[src/rtl/multi_sprite_engine_if.sv]
// -----------------------------------------------------------------------------
// multi_sprite_engine_if
// Register write bus for the multi-sprite engine.
//
// Signals:
//   wr_en    register write strobe
//   wr_addr  {sprite index, field}; field 0 = x, 1 = y, 2 = ctrl, 3 = ignored
//   wr_data  write data; ctrl uses bit 3 = enable, bits 2:0 = {r,g,b}
//
// Handshake: wr_en is a valid strobe and the engine is always ready, so every
// cycle with wr_en = 1 is one accepted write, applied on that clock edge.
// -----------------------------------------------------------------------------
interface multi_sprite_engine_if #(
    parameter int NUM_SPRITES = 4
) ();
    localparam int IW = (NUM_SPRITES > 1) ? $clog2(NUM_SPRITES) : 1;

    logic          wr_en;
    logic [IW+1:0] wr_addr;
    logic [9:0]    wr_data;

    modport master (output wr_en, output wr_addr, output wr_data);
    modport slave  (input  wr_en, input  wr_addr, input  wr_data);
endinterface

[src/rtl/multi_sprite_engine.sv]
// -----------------------------------------------------------------------------
// multi_sprite_engine
// Hardware sprite engine. During horizontal blanking it fetches the bitmap row
// of every sprite for the next line into per-sprite line registers, then draws
// the line from those registers with lowest-index priority and flags overlaps.
//
// Ports:
//   clk, reset             pixel clock, synchronous active-high reset
//   hpos, vpos             current pixel / line from the sync generator
//   line_start             starts a row fetch (restarts one in progress)
//   frame_start            clears the sticky collision flag
//   wr                     register write bus (slave side)
//   rom_sprite, rom_line   bitmap ROM address during the fetch
//   rom_bits               ROM row data, MSB = leftmost pixel
//   red, green, blue       registered pixel colour
//   alpha                  1 when a sprite pixel is opaque
//   collision              sticky overlap flag
//   busy                   high while the row fetch runs
//   dbg_state              FSM state (0 = IDLE, 1 = FETCH)
// -----------------------------------------------------------------------------
module multi_sprite_engine #(
    parameter int NUM_SPRITES = 4,
    parameter int SPRITE_W    = 16,
    parameter int SPRITE_H    = 16,
    localparam int IW = (NUM_SPRITES > 1) ? $clog2(NUM_SPRITES) : 1,
    localparam int LW = (SPRITE_H > 1) ? $clog2(SPRITE_H) : 1
) (
    input  logic                 clk,
    input  logic                 reset,
    input  logic [9:0]           hpos,
    input  logic [9:0]           vpos,
    input  logic                 line_start,
    input  logic                 frame_start,
    multi_sprite_engine_if.slave wr,
    output logic [IW-1:0]        rom_sprite,
    output logic [LW-1:0]        rom_line,
    input  logic [SPRITE_W-1:0]  rom_bits,
    output logic                 red,
    output logic                 green,
    output logic                 blue,
    output logic                 alpha,
    output logic                 collision,
    output logic                 busy,
    output logic                 dbg_state
);
    typedef enum logic {IDLE = 1'b0, FETCH = 1'b1} state_t;

    localparam logic [IW-1:0] LAST_IDX = IW'(NUM_SPRITES - 1);

    state_t        state_q, state_d;
    logic [IW-1:0] idx_q, idx_d;

    // Sprite registers written by the bus
    logic [9:0] spr_x   [NUM_SPRITES];
    logic [9:0] spr_y   [NUM_SPRITES];
    logic       spr_en  [NUM_SPRITES];
    logic [2:0] spr_col [NUM_SPRITES];

    // Line registers: snapshot used to draw the current line
    logic [SPRITE_W-1:0] ln_bits [NUM_SPRITES];
    logic [9:0]          ln_x    [NUM_SPRITES];
    logic [2:0]          ln_col  [NUM_SPRITES];
    logic                ln_hit  [NUM_SPRITES];

    logic [IW-1:0] wr_idx;
    logic [1:0]    wr_field;
    logic [9:0]    fetch_row;
    logic          fetch_hit;

    assign wr_idx   = wr.wr_addr[IW+1:2];
    assign wr_field = wr.wr_addr[1:0];

    // Row of the sprite being fetched for the upcoming line; wraps mod 1024 so
    // a sprite starting below the next line yields a large row and misses.
    assign fetch_row = vpos + 10'd1 - spr_y[idx_q];
    assign fetch_hit = spr_en[idx_q] && (fetch_row < 10'(SPRITE_H));

    // ---------------- FSM: state register ----------------
    always_ff @(posedge clk) begin
        if (reset) begin
            state_q <= IDLE;
            idx_q   <= '0;
        end else begin
            state_q <= state_d;
            idx_q   <= idx_d;
        end
    end

    // ---------------- FSM: next state ----------------
    always_comb begin
        state_d = state_q;
        idx_d   = idx_q;
        if (line_start) begin
            state_d = FETCH;
            idx_d   = '0;
        end else if (state_q == FETCH) begin
            if (idx_q == LAST_IDX) begin
                state_d = IDLE;
                idx_d   = '0;
            end else begin
                idx_d = idx_q + 1'b1;
            end
        end
    end

    // ---------------- FSM: outputs ----------------
    always_comb begin
        busy       = (state_q == FETCH);
        dbg_state  = state_q;
        rom_sprite = (state_q == FETCH) ? idx_q : '0;
        rom_line   = (state_q == FETCH) ? fetch_row[LW-1:0] : '0;
    end

    // ---------------- sprite registers ----------------
    always_ff @(posedge clk) begin
        if (reset) begin
            for (int i = 0; i < NUM_SPRITES; i++) begin
                spr_x[i]   <= '0;
                spr_y[i]   <= '0;
                spr_en[i]  <= 1'b0;
                spr_col[i] <= '0;
            end
        end else if (wr.wr_en && (int'(wr_idx) < NUM_SPRITES)) begin
            case (wr_field)
                2'd0: spr_x[wr_idx] <= wr.wr_data;
                2'd1: spr_y[wr_idx] <= wr.wr_data;
                2'd2: begin
                    spr_en[wr_idx]  <= wr.wr_data[3];
                    spr_col[wr_idx] <= wr.wr_data[2:0];
                end
                default: ;
            endcase
        end
    end

    // ---------------- line registers ----------------
    always_ff @(posedge clk) begin
        if (reset) begin
            for (int i = 0; i < NUM_SPRITES; i++) begin
                ln_bits[i] <= '0;
                ln_x[i]    <= '0;
                ln_col[i]  <= '0;
                ln_hit[i]  <= 1'b0;
            end
        end else if (state_q == FETCH) begin
            ln_bits[idx_q] <= rom_bits;
            ln_x[idx_q]    <= spr_x[idx_q];
            ln_col[idx_q]  <= spr_col[idx_q];
            ln_hit[idx_q]  <= fetch_hit;
        end
    end

    // ---------------- pixel evaluation ----------------
    logic [10:0]         off;
    logic [SPRITE_W-1:0] shifted;
    logic                opq;
    logic                any_opq;
    logic                multi_opq;
    logic [2:0]          win_col;

    // The offset is formed in 11 bits: when hpos < x it wraps to >= 1025, so a
    // single "off < SPRITE_W" test covers both edges and x + k never wraps.
    // Scanning from the highest index down lets the lowest index win.
    always_comb begin
        off       = '0;
        shifted   = '0;
        opq       = 1'b0;
        any_opq   = 1'b0;
        multi_opq = 1'b0;
        win_col   = '0;
        for (int i = NUM_SPRITES - 1; i >= 0; i--) begin
            off     = {1'b0, hpos} - {1'b0, ln_x[i]};
            shifted = ln_bits[i] << off;
            opq     = ln_hit[i] && (off < 11'(SPRITE_W)) && shifted[SPRITE_W-1];
            if (opq) begin
                if (any_opq) begin
                    multi_opq = 1'b1;
                end
                any_opq = 1'b1;
                win_col = ln_col[i];
            end
        end
    end

    // Blanked whenever the coming cycle is a fetch cycle, so the pixel outputs
    // read 0 for every cycle busy is high.
    always_ff @(posedge clk) begin
        if (reset || (state_d == FETCH)) begin
            {red, green, blue} <= '0;
            alpha              <= 1'b0;
        end else begin
            {red, green, blue} <= win_col;
            alpha              <= any_opq;
        end
    end

    // Setting takes precedence over the frame_start clear.
    always_ff @(posedge clk) begin
        if (reset) begin
            collision <= 1'b0;
        end else if (multi_opq && (state_q != FETCH)) begin
            collision <= 1'b1;
        end else if (frame_start) begin
            collision <= 1'b0;
        end
    end
endmodule

[src/flat_wrapper.sv]
// flat-port wrapper written by rule: the top's interface ports become plain ports
module multi_sprite_engine_flat 
#(
    parameter int NUM_SPRITES = 4,
    parameter int SPRITE_W    = 16,
    parameter int SPRITE_H    = 16,
    localparam int IW = (NUM_SPRITES > 1) ? $clog2(NUM_SPRITES) : 1,
    localparam int LW = (SPRITE_H > 1) ? $clog2(SPRITE_H) : 1
)
  (clk, reset, hpos, vpos, line_start, frame_start, rom_sprite, rom_line, rom_bits, red, green, blue, alpha, collision, busy, dbg_state, wr_wr_en, wr_wr_addr, wr_wr_data);
  multi_sprite_engine_if #(.NUM_SPRITES(NUM_SPRITES)) wr_i ();
  input  logic clk;
  input  logic reset;
  input  logic [9:0] hpos;
  input  logic [9:0] vpos;
  input  logic line_start;
  input  logic frame_start;
  output logic [IW-1:0] rom_sprite;
  output logic [LW-1:0] rom_line;
  input  logic [SPRITE_W-1:0] rom_bits;
  output logic red;
  output logic green;
  output logic blue;
  output logic alpha;
  output logic collision;
  output logic busy;
  output logic dbg_state;
  input wire logic [$bits(wr_i.wr_en)-1:0] wr_wr_en;
  input wire logic [$bits(wr_i.wr_addr)-1:0] wr_wr_addr;
  input wire logic [$bits(wr_i.wr_data)-1:0] wr_wr_data;
  assign wr_i.wr_en = wr_wr_en;
  assign wr_i.wr_addr = wr_wr_addr;
  assign wr_i.wr_data = wr_wr_data;
  multi_sprite_engine #(.NUM_SPRITES(NUM_SPRITES), .SPRITE_W(SPRITE_W), .SPRITE_H(SPRITE_H)) u_core (.clk(clk), .reset(reset), .hpos(hpos), .vpos(vpos), .line_start(line_start), .frame_start(frame_start), .wr(wr_i), .rom_sprite(rom_sprite), .rom_line(rom_line), .rom_bits(rom_bits), .red(red), .green(green), .blue(blue), .alpha(alpha), .collision(collision), .busy(busy), .dbg_state(dbg_state));
endmodule
[config.mk]
export PLATFORM = sky130hd
export DESIGN_NAME = multi_sprite_engine_flat
export DESIGN_NICKNAME = d
export VERILOG_FILES = /design/src/rtl/multi_sprite_engine_if.sv /design/src/rtl/multi_sprite_engine.sv /design/src/flat_wrapper.sv
export SDC_FILE = /design/constraint.sdc
export NUM_CORES = 1
export LEC_CHECK = 0
export ABC_CLOCK_PERIOD_IN_PS = 5200
export CAP_MARGIN = 20
export CORE_AREA = 5 5 166 168
export CTS_CLUSTER_SIZE = 8
export DETAILED_ROUTE_END_ITERATION = 7
export DIE_AREA = 0 0 171 173
export DONT_BUFFER_PORTS = 1
export GPL_ROUTABILITY_DRIVEN = 0
export MAX_ROUTING_LAYER = met4
export SYNTH_ARGS = -nofsm -noshare
export SYNTH_HDL_FRONTEND = slang
export SYNTH_SLANG_ARGS = --single-unit
[constraint.sdc]
create_clock -name clk -period 5.2 [get_ports clk]
set_input_delay 0.52 -clock clk [delete_from_list [all_inputs] [get_ports clk]]
set_output_delay 0.52 -clock clk [all_outputs]
set_load 0.01 [all_outputs]
==> flow_summary.json, run 1 <==
{
  "fin_crit_sh_pct": 72.6,
  "port_buffers": 0,
  "chipHeight_um": 173,
  "cts.sinks": 226,
  "area_growth_pct": 10.7,
  "finalPower_mw": 4.65,
  "syn_inst": 953,
  "layout_commonest_cell": "edfxtp_1",
  "grt_usage_pct": 19.5,
  "diodes": 0,
  "synth_area_per_cell_um2": 12.8,
  "clock_latency_ps": 500,
  "io_pins": 68,
  "die_x_um": 171,
  "drc": 0,
  "arrival_ps": 4080,
  "synth-edff-count": 216,
  "clkTransAtPathRegs_ps": 50,
  "start_kind": "register",
  "vias": 7209,
  "h-tree-depth": 2,
  "fmax_mhz": 265,
  "antenna_found_initial": 0,
  "seq_area_frac_synth_pct": 54.9,
  "ir_worst_vdd_mv": 0.252,
  "whs_path_depth": 1,
  "slew_headroom_pct": 38.4,
  "drt_iter0_drc": 473,
  "hold_viol_final": 0,
  "status": "finished, final reports clean",
  "initial_utilization_pct": 47.3,
  "worst-slew-pin-transition_ps": 921,
  "cts_buffer_depth": 3,
  "cts-root-buf": "clkbuf_16",
  "grt_max_degree": 32,
  "yosysUniqueCellTypes": 69,
  "rr_worst_depth": 13,
  "place_inst": 1257,
  "fin_nets": 1077,
  "cap_violations": 0,
  "crit_type": "register to register",
  "wl_per_cell_um": 21.0,
  "core_area_um2": 25800,
  "ys_ff_latch": 226,
  "cts_setup_buffers": 0,
  "final_cell_mix": "216 x edfxtp_1, 210 x and2_1, 72 x inv_1",
  "timing.clock.skew_ps": 15.4,
  "wl_um": 27600,
  "ctsResizeCount": 0,
  "grt_pass1_wl_um": 43300,
  "num_rows": 59,
  "synth.net_count": 1071,
  "synthArstFlopShare_pct": 0,
  "period_minus_slack_ps": 3780,
  "worstHoldPathType": "input port to register",
  "tns_ps": 0,
  "die-area_um2": 29600,
  "finalSetupViolations": 0,
  "critPathRequiredTime_ps": 5500,
  "synth_warnings": 0,
  "dr.pass1.iters": 5,
  "final_cells": 1309,
  "cts_tree": "yes",
  "p_leak_nw": 5.14,
  "synth_area_um2": 12200,
  "vias_per_cell": 5.51,
  "fin_util_pct": 52.3,
  "ant_nets": 0,
  "overflow": 0,
  "numCtsBuffers": 34,
  "hold_buffers": 0,
  "hpwl_um": 19600,
  "pwr_density_cell_nw_per_um2": 344,
  "rsz0062_at_grt": "no",
  "crit_fanout": 8,
  "drive_above_1_share_pct": 11.5,
  "drv_slew": 0,
  "synth_flop_cell": "edfxtp_1",
  "grt_pass1_vias": 7391,
  "worst_setup_path_end_kind": "register"
}
==> registers in the layout, indices dropped and copies added, names as in the netlist, 2 cells and up, named ones only <==
name and count:
u_core.spr_x 40, u_core.ln_col 12, u_core.spr_en 4, u_core.spr_y 40, u_core.ln_x 40, u_core.spr_col 12, u_core.ln_bits 64, u_core.ln_hit 4
u_core.idx_q 2
==> worst paths after layout <==
path | from | slack, ps | endpoint
worst max-delay path | register | 1420 | u_core.ln_hit[0]$_SDFFCE_PN0P_
worst min-delay path | reset | 120 | u_core.busy$_SDFF_PP0_
worst max register to register | register | 1420 | u_core.ln_hit[0]$_SDFFCE_PN0P_
worst min register to register | u_core.ln_col[0][2]$_SDFFCE_PN0P_ | 600 | u_core.red$_SDFF_PP0_
==> cell families (layout without fill, tap and decap cells) <==
logic type                 after synthesis  after routing  share of synthesized area [%]
and+or+nand+nor                        350            350                           17.0
DFF                                    226            226                           54.9
AOI/OAI and AO/OA                      124            124                           7.25
buffers and inverters                  111            132                           3.52
adders and majority gates               63             63                           6.78
muxes                                   59             59                           9.13
xor gates and xnor gates                20             20                           1.44
==> metal layers <==
layer	global-route usage [%]	wire (µm)	share of wire (%)	vias to the layer above
li1	-	-	-	3482
met5	-	0	0	-
met3	3.86	1300	4.7	48
met1	25.4	12100	44	3540
met2	31.5	13600	49	139
met4	5.18	589	2.1	0
==> where the power goes <==
part | total, mW | internal (mW) | switching, mW
combinational | 0.517 | 0.231 | 0.285
clock | 2.00 | 1.24 | 0.753
sequential | 2.13 | 2.10 | 0.0360
total | 4.65 | 3.57 | 1.07
==> cells in the mapped netlist, types with 8 or more instances <==
cell      count  share of area, %
nor2_1       36               1.1
a21o_1       12              0.74
xor2_1       10              0.72
inv_1        72               2.2
nor2b_1      15              0.77
o21a_1        8              0.49
and2_1      210                11
a21oi_1      25               1.0
nor3_1        8              0.33
dfxtp_1      10               1.6
or2_2        10              0.51
nand2_1      19              0.59
mux2i_1      14               1.1
o21ai_0      16              0.66
xnor2_1      10              0.72
and3_1       11              0.56
ha_1         58               6.0
mux4_2       36               6.7
edfxtp_1    216                53
clkbuf_1     33               1.0
==> critical path: stages, from the launching register on <==
cell and delay (ps):
dfxtp_1 630, mux4_2 580, ha_1 290, inv_1 40
ha_1 210, fa_1 400, a21o_1 170, a21oi_1 210
o21bai_1 90, a21oi_1 220, xor2_1 170, nand2_1 70
a211o_1 330, nor4_1 190
==> cell type report <==
| class | instances | area (µm²) |
|---|---|---|
| fill | 2201 | 12300 |
| inverter | 72 | 270 |
| multi-input combinational | 616 | 5090 |
| timing repair buffer | 9 | 67.6 |
| clock buffer | 49 | 907 |
| tap | 335 | 419 |
| clock inverter | 2 | 46.3 |
| sequential | 226 | 6690 |
==> through the flow <==
stage | cell area (µm²) | setup slack [ps] | hold WS (ps)
floorplan | 12200 | 1140 | 477
global route | 13500 | 1090 | 99.0
CTS | 13500 | 1380 | 88.7
finish | 13500 | 1420 | 117
detailed placement | 12500 | 1360 | 591
global placement | 12500 | 1420 | 586
Power figures use the tool's default switching activity.
==> inputs of run 2 (changes only) <==
Settings changed: ABC_AREA set to 1, ABC_CLOCK_PERIOD_IN_PS 5200 to 3750, CORE_AREA 5 5 166 168 to 5 5 169 171, DIE_AREA 0 0 171 173 to 0 0 174 176.
Clock period 5.2 ns to 3.75 ns, I/O delays scaled along.
==> flow_summary.json, run 2 <==
{
  "yosys.area.top_type": "edfxtp_1",
  "clkTransAtPathRegs_ps": 50,
  "worstHoldPathType": "input port to register",
  "cts-root-buf": "clkbuf_16",
  "crit_fanout": 48,
  "fin_nets": 1606,
  "synth-edff-count": 216,
  "hpwl_um": 22500,
  "ff2ff_setup_slack_ps": 430,
  "final_cell_mix": "322 x nand2_1, 267 x nor2_1, 216 x edfxtp_1",
  "cts.sinks": 226,
  "pre_cts_slack_ps": 467,
  "vias_per_cell": 5.25,
  "drc": 0,
  "path_cells": "buf_4 -> nand2_1 -> a32o_1 -> ha_1 -> ha_1 -> fa_1 -> nand2_1 -> inv_1 -> o21ai_0 -> nand2_1 -> a21oi_1 -> nor2_1 -> nor2_1 -> xor2_1 -> nand4_1 -> nor2_1",
  "synth_area_um2": 12700,
  "seq_area_frac_synth_pct": 52.5,
  "antenna_found_initial": 0,
  "fin_crit_sh_pct": 88.4,
  "worst-path-buf-inv": 2,
  "fin_util_pct": 52.6,
  "place_inst": 1791,
  "largest_register": "u_core.ln_bits",
  "drv_slew": 0,
  "crit_type": "register to register",
  "pwr-share-comb_pct": 14.3,
  "grt_pass1_wl_um": 50500,
  "yosys-top-cells-area": "edfxtp_1 51%, nand2_1 9.5%, nor2_1 7.9%",
  "worst_slack_ps": 435,
  "ir_worst_vdd_mv": 0.359,
  "die_x_um": 174,
  "period_minus_slack_ps": 3320,
  "clock_latency_ps": 500,
  "fmax_mhz": 302,
  "core_area_um2": 26700,
  "final_cells": 1850,
  "ant_nets": 0,
  "ctsResizeCount": 0,
  "p_leak_nw": 6.28,
  "sw_frac_of_total_pct": 26.1,
  "synth_top_family_by_area": "simple AND/OR/NAND/NOR gates",
  "hold_viol_final": 0,
  "grt_usage_pct": 21.4,
  "grt_max_degree": 49,
  "rsz0062_at_grt": "no",
  "cp_top_family": "simple AND/OR/NAND/NOR gates",
  "seqPwrFrac_pct": 44.0,
  "syn_inst": 1485,
  "p_clk_share_pct": 41.7,
  "layout_commonest_cell": "nand2_1",
  "drt_iter0_drc": 694,
  "pwr_density_cell_nw_per_um2": 476,
  "synthMuxAreaShare_pct": 0,
  "numCtsBuffers": 34,
  "internal_power_mw": 4.94,
  "largest_reg_flops": 64,
  "dr.pass1.iters": 7,
  "synth_fa_ha_area_share_pct": 6.49,
  "synth.net_count": 1603,
  "overflow": 0,
  "diodes": 0,
  "finalSetupViolations": 0,
  "worst_setup_path_end_kind": "register",
  "h-tree-depth": 2,
  "chipHeight_um": 176,
  "grt_pass1_vias": 9453,
  "synth-simple-area-share_pct": 25.6,
  "slew_headroom_pct": 29.6,
  "slowest_delay_ps": 430,
  "initial_utilization_pct": 47.6,
  "ys_ff_latch": 226,
  "nFillCells": 2504,
  "synth_top_area_share_pct": 51.0,
  "rr_worst_depth": 16,
  "synth_warnings": 0,
  "worst-slew-pin-transition_ps": 1050,
  "tns_ps": 0,
  "start_kind": "register",
  "synth_area_per_cell_um2": 8.57,
  "wl_per_cell_um": 17.3,
  "status": "finished, final reports clean",
  "synth_xor_area_share_pct": 1.09,
  "vias": 9707,
  "cts_tree": "yes",
  "crit_path_end": "u_core.ln_hit[1]$_SDFFCE_PN0P_",
  "area_growth_pct": 10.4,
  "io_pins": 68,
  "critPathRequiredTime_ps": 4110,
  "die-area_um2": 30600,
  "hold_slack_ps": 60.2,
  "yosysUniqueCellTypes": 40,
  "num_rows": 60,
  "wl_um": 31900,
  "arrival_ps": 3670,
  "synth_flop_cell": "edfxtp_1",
  "synthArstFlopShare_pct": 0,
  "crit_cells": 16,
  "synth_common_cells": "322 x nand2_1, 267 x nor2_1, 216 x edfxtp_1",
  "synth.most_common_cell": "nand2_1",
  "timing.clock.skew_ps": 16.2,
  "cts_buffer_depth": 3,
  "port_buffers": 0,
  "cap_violations": 0,
  "synth_compound_area_share_pct": 5.74,
  "slowest_stage": "buf_4",
  "switchingPower_mw": 1.75,
  "worstReg2RegEnd": "u_core.ln_hit[1]$_SDFFCE_PN0P_",
  "drive_above_1_share_pct": 7.55
}
run 2: cell count changes after synthesis, moves of 32 or more:
| cell | change |
|---|---|
| nand2_1 | +303 |
| nand3_1 | +81 |
| and2_1 | -210 |
| inv_1 | +139 |
| o21ai_0 | +32 |
| mux4_2 | -36 |
| nor3_1 | +36 |
| nor2_1 | +231 |
run 2: how the worst min path moves through the flow:
stage                                                  from                       endpoint  depth (start not counted)
after floorplan           u_core.ln_col[0][0]$_SDFFCE_PN0P_         u_core.blue$_SDFF_PP0_                          2
after global placement                                reset  u_core.collision$_SDFFE_PP0P_                          1
after detailed placement                              reset  u_core.collision$_SDFFE_PP0P_                          1
after CTS                                       frame_start  u_core.collision$_SDFFE_PP0P_                          3
after global routing                             line_start                       register                          2
final                                           frame_start  u_core.collision$_SDFFE_PP0P_                          3
run 2: final cells by class:
class	count	area (µm²)	area share, %
clock buffer	53	943	6.71
clock inverter	4	37.5	0.267
inverter	228	856	6.09
multi-input combinational	980	4960	35.3
sequential	226	6690	47.6
tap	341	427	3.04
timing repair buffer	18	140	0.997
run 2: kinds of logic after synthesis:
logic type | Yosys count
AO/OA/AOI/OAI | 125
XOR/XNOR | 15
adder cells (fa/ha/maj) | 63
buffers and inverters | 279
flip-flops | 226
AND/OR/NAND/NOR | 777
run 2: metal layers:
metal | track usage (%) | share of wire, % | wire, µm | vias to the layer above
li1 | - | - | - | 4839
met1 | 26.1 | 43 | 13700 | 4548
met2 | 37.7 | 50 | 16100 | 265
met3 | 2.87 | 4.6 | 1470 | 55
met4 | 5.74 | 2.1 | 670 | 0
met5 | - | 0 | 0 | -
run 2: power groups by stage:
stage          sequential (mW)  clock (mW)  combinational [mW]
2_1_floorplan             2.98           0               0.723
3_3_place_gp              2.99           0               0.941
3_5_place_dp              2.99           0               0.953
4_1_cts                   2.95        2.84               0.962
5_1_grt                   2.96        2.96                1.08
6_report                  2.95        2.79               0.956
run 2: worst min-delay path, delay by kind of cell:
family | cells | cell delay (ps)
AO/OA/AOI/OAI | 1 | 50
buffers and inverters | 1 | 20
AND/OR/NAND/NOR | 1 | 60
run 2: through the flow:
stage / total power [mW] / area [µm²]
2_1_floorplan: 3.70 / 12700
4_1_cts: 6.75 / 14100
3_5_place_dp: 3.95 / 13100
6_report: 6.69 / 14100
3_3_place_gp: 3.93 / 13100
5_1_grt: 7.00 / 14100
run 2: what timing repair did:
action,4_1_cts,5_1_grt
endpoints found under the hold margin,2,0
buffers inserted,0,0
setup endpoints to repair,0,0
hold buffers,2,0
==> inputs of run 3 (changes only) <==
==> constraint.sdc (replaced) <==
create_clock -name clk -period 3.75 [get_ports clk]
set_input_delay 0.375 -clock clk [delete_from_list [all_inputs] [get_ports clk]]
set_output_delay 0.375 -clock clk [all_outputs]
set_load 0.1 [all_outputs]
==> flow_summary.json, run 3 (synthesized netlist as in run 2, its figures left out) <==
{
  "status": "finished, final reports clean",
  "num_rows": 60,
  "ir_worst_vdd_mv": 0.431,
  "tns_ps": 0,
  "pwr_density_cell_nw_per_um2": 477,
  "p_leak_nw": 6.30,
  "hold_viol_final": 0,
  "antenna_found_initial": 0,
  "layout_commonest_cell": "nand2_1",
  "pre_cts_slack_ps": 553,
  "period_minus_slack_ps": 3220,
  "largest_register": "u_core.ln_bits",
  "fin_nets": 1610,
  "wl_per_cell_um": 17.2,
  "drc": 0,
  "area_growth_pct": 10.9,
  "worst-path-buf-inv": 3,
  "drv_slew": 0,
  "path_cells": "buf_4 -> nand2_1 -> a32o_1 -> ha_1 -> ha_1 -> fa_1 -> nand2_1 -> inv_1 -> nor2_2 -> buf_12",
  "initial_utilization_pct": 47.6,
  "clock_latency_ps": 510,
  "cap_violations": 0,
  "sw_frac_of_total_pct": 26.7,
  "largest_reg_flops": 64,
  "rsz0062_at_grt": "no",
  "vias": 9623,
  "die-area_um2": 30600,
  "numCtsBuffers": 34,
  "seqPwrFrac_pct": 43.8,
  "dr.pass1.iters": 5,
  "drt_iter0_drc": 707,
  "internal_power_mw": 4.93,
  "ant_nets": 0,
  "chipHeight_um": 176,
  "hpwl_um": 22600,
  "timing.clock.skew_ps": 19.9,
  "critPathRequiredTime_ps": 3380,
  "worst_setup_path_end_kind": "primary output",
  "cts_tree": "yes",
  "h-tree-depth": 2,
  "pwr-share-comb_pct": 15.3,
  "wl_um": 31800,
  "rr_worst_depth": 16,
  "start_kind": "register",
  "final_cell_mix": "322 x nand2_1, 266 x nor2_1, 216 x edfxtp_1",
  "cts_setup_buffers": 0,
  "cp_top_family": "adder cells",
  "grt_pass1_wl_um": 50900,
  "grt_pass1_vias": 9586,
  "die_x_um": 174,
  "arrival_ps": 2850,
  "cts_buffer_depth": 3,
  "worst_hold_path.endpoint": "u_core.busy$_SDFF_PP0_",
  "clkTransAtPathRegs_ps": 50,
  "hold_slack_ps": 19.3,
  "drive_above_1_share_pct": 8.03,
  "cts-root-buf": "clkbuf_16",
  "fmax_mhz": 310,
  "slowest_delay_ps": 390,
  "grt_max_degree": 49,
  "worstHoldPathType": "input port to register",
  "worst_slack_ps": 529,
  "finalSetupViolations": 0,
  "fin_crit_sh_pct": 85.9,
  "worst-slew-pin-transition_ps": 1010,
  "grt_usage_pct": 21.5,
  "core_area_um2": 26700,
  "whs_path_depth": 2,
  "switchingPower_mw": 1.80,
  "ff2ff_setup_slack_ps": 540,
  "min_from": "line_start",
  "port_buffers": 0,
  "vias_per_cell": 5.21,
  "slew_headroom_pct": 32.3,
  "slowest_stage": "buf_4",
  "crit_type": "register to primary output",
  "io_pins": 68,
  "cts.sinks": 226,
  "worstReg2RegEnd": "u_core.ln_hit[1]$_SDFFCE_PN0P_",
  "overflow": 0,
  "crit_fanout": 48,
  "diodes": 0,
  "p_clk_share_pct": 40.9
}
[run 3: layer usage]
| metal | vias to the layer above | wire length (µm) | GRT usage [%] | share of wire (%) |
|---|---|---|---|---|
| met2 | 236 | 16100 | 37.3 | 50 |
| met1 | 4489 | 13400 | 26.3 | 42 |
| met5 | - | 0 | - | 0 |
| met4 | 0 | 916 | 7.42 | 2.9 |
| met3 | 52 | 1440 | 2.63 | 4.5 |
| li1 | 4846 | - | - | - |
[run 3: cell type report]
cell class / instances / area (µm²)
inverters: 228 / 856
clock inverters: 4 / 37.5
fillers: 2451 / 12600
repair buffers: 22 / 218
multi-input cells: 980 / 4960
clock buffers: 46 / 917
flip-flops and latches: 226 / 6690
well taps: 341 / 427
[run 3: power by group through the flow]
stage | Clock (mW) | Combinational [mW] | Sequential (mW)
2_1_floorplan | 0 | 0.768 | 2.98
3_3_place_gp | 0 | 1.01 | 2.99
3_5_place_dp | 0 | 1.03 | 2.99
4_1_cts | 2.81 | 1.04 | 2.94
5_1_grt | 2.93 | 1.17 | 2.95
6_report | 2.75 | 1.03 | 2.94
[run 3: how the worst max path moves through the flow]
| stage | to | startpoint | depth (start not counted) | slack (ps) |
|---|---|---|---|---|
| floorplan | rom_line[3] | register | 9 | 90 |
| global placement | u_core.ln_hit[1]$_SDFFCE_PN0P_ | register | 16 | 670 |
| detailed placement | u_core.ln_hit[1]$_SDFFCE_PN0P_ | register | 16 | 550 |
| CTS | rom_line[3] | register | 10 | 510 |
| global route | u_core.ln_hit[0]$_SDFFCE_PN0P_ | register | 17 | 230 |
| finish | rom_line[3] | register | 10 | 530 |
[run 3: per-stage QoR]
| step | power (mW) | instances | utilization [%] | instance area (µm²) |
|---|---|---|---|---|
| final | 6.73 | 1847 | 52.8 | 14100 |
| after detailed placement | 4.02 | 1796 | 49.2 | 13100 |
| after CTS | 6.79 | 1847 | 52.8 | 14100 |
| after floorplan | 3.75 | 1485 | - | 12700 |
| after global routing | 7.05 | 1847 | 52.8 | 14100 |
| after global placement | 4.00 | 1796 | 49.2 | 13100 |
[run 3: repair_timing]
action / CTS / global route
gates resized for setup: 0 / 0
hold buffers: 1 / 0
hold endpoints to repair: 2 / 0
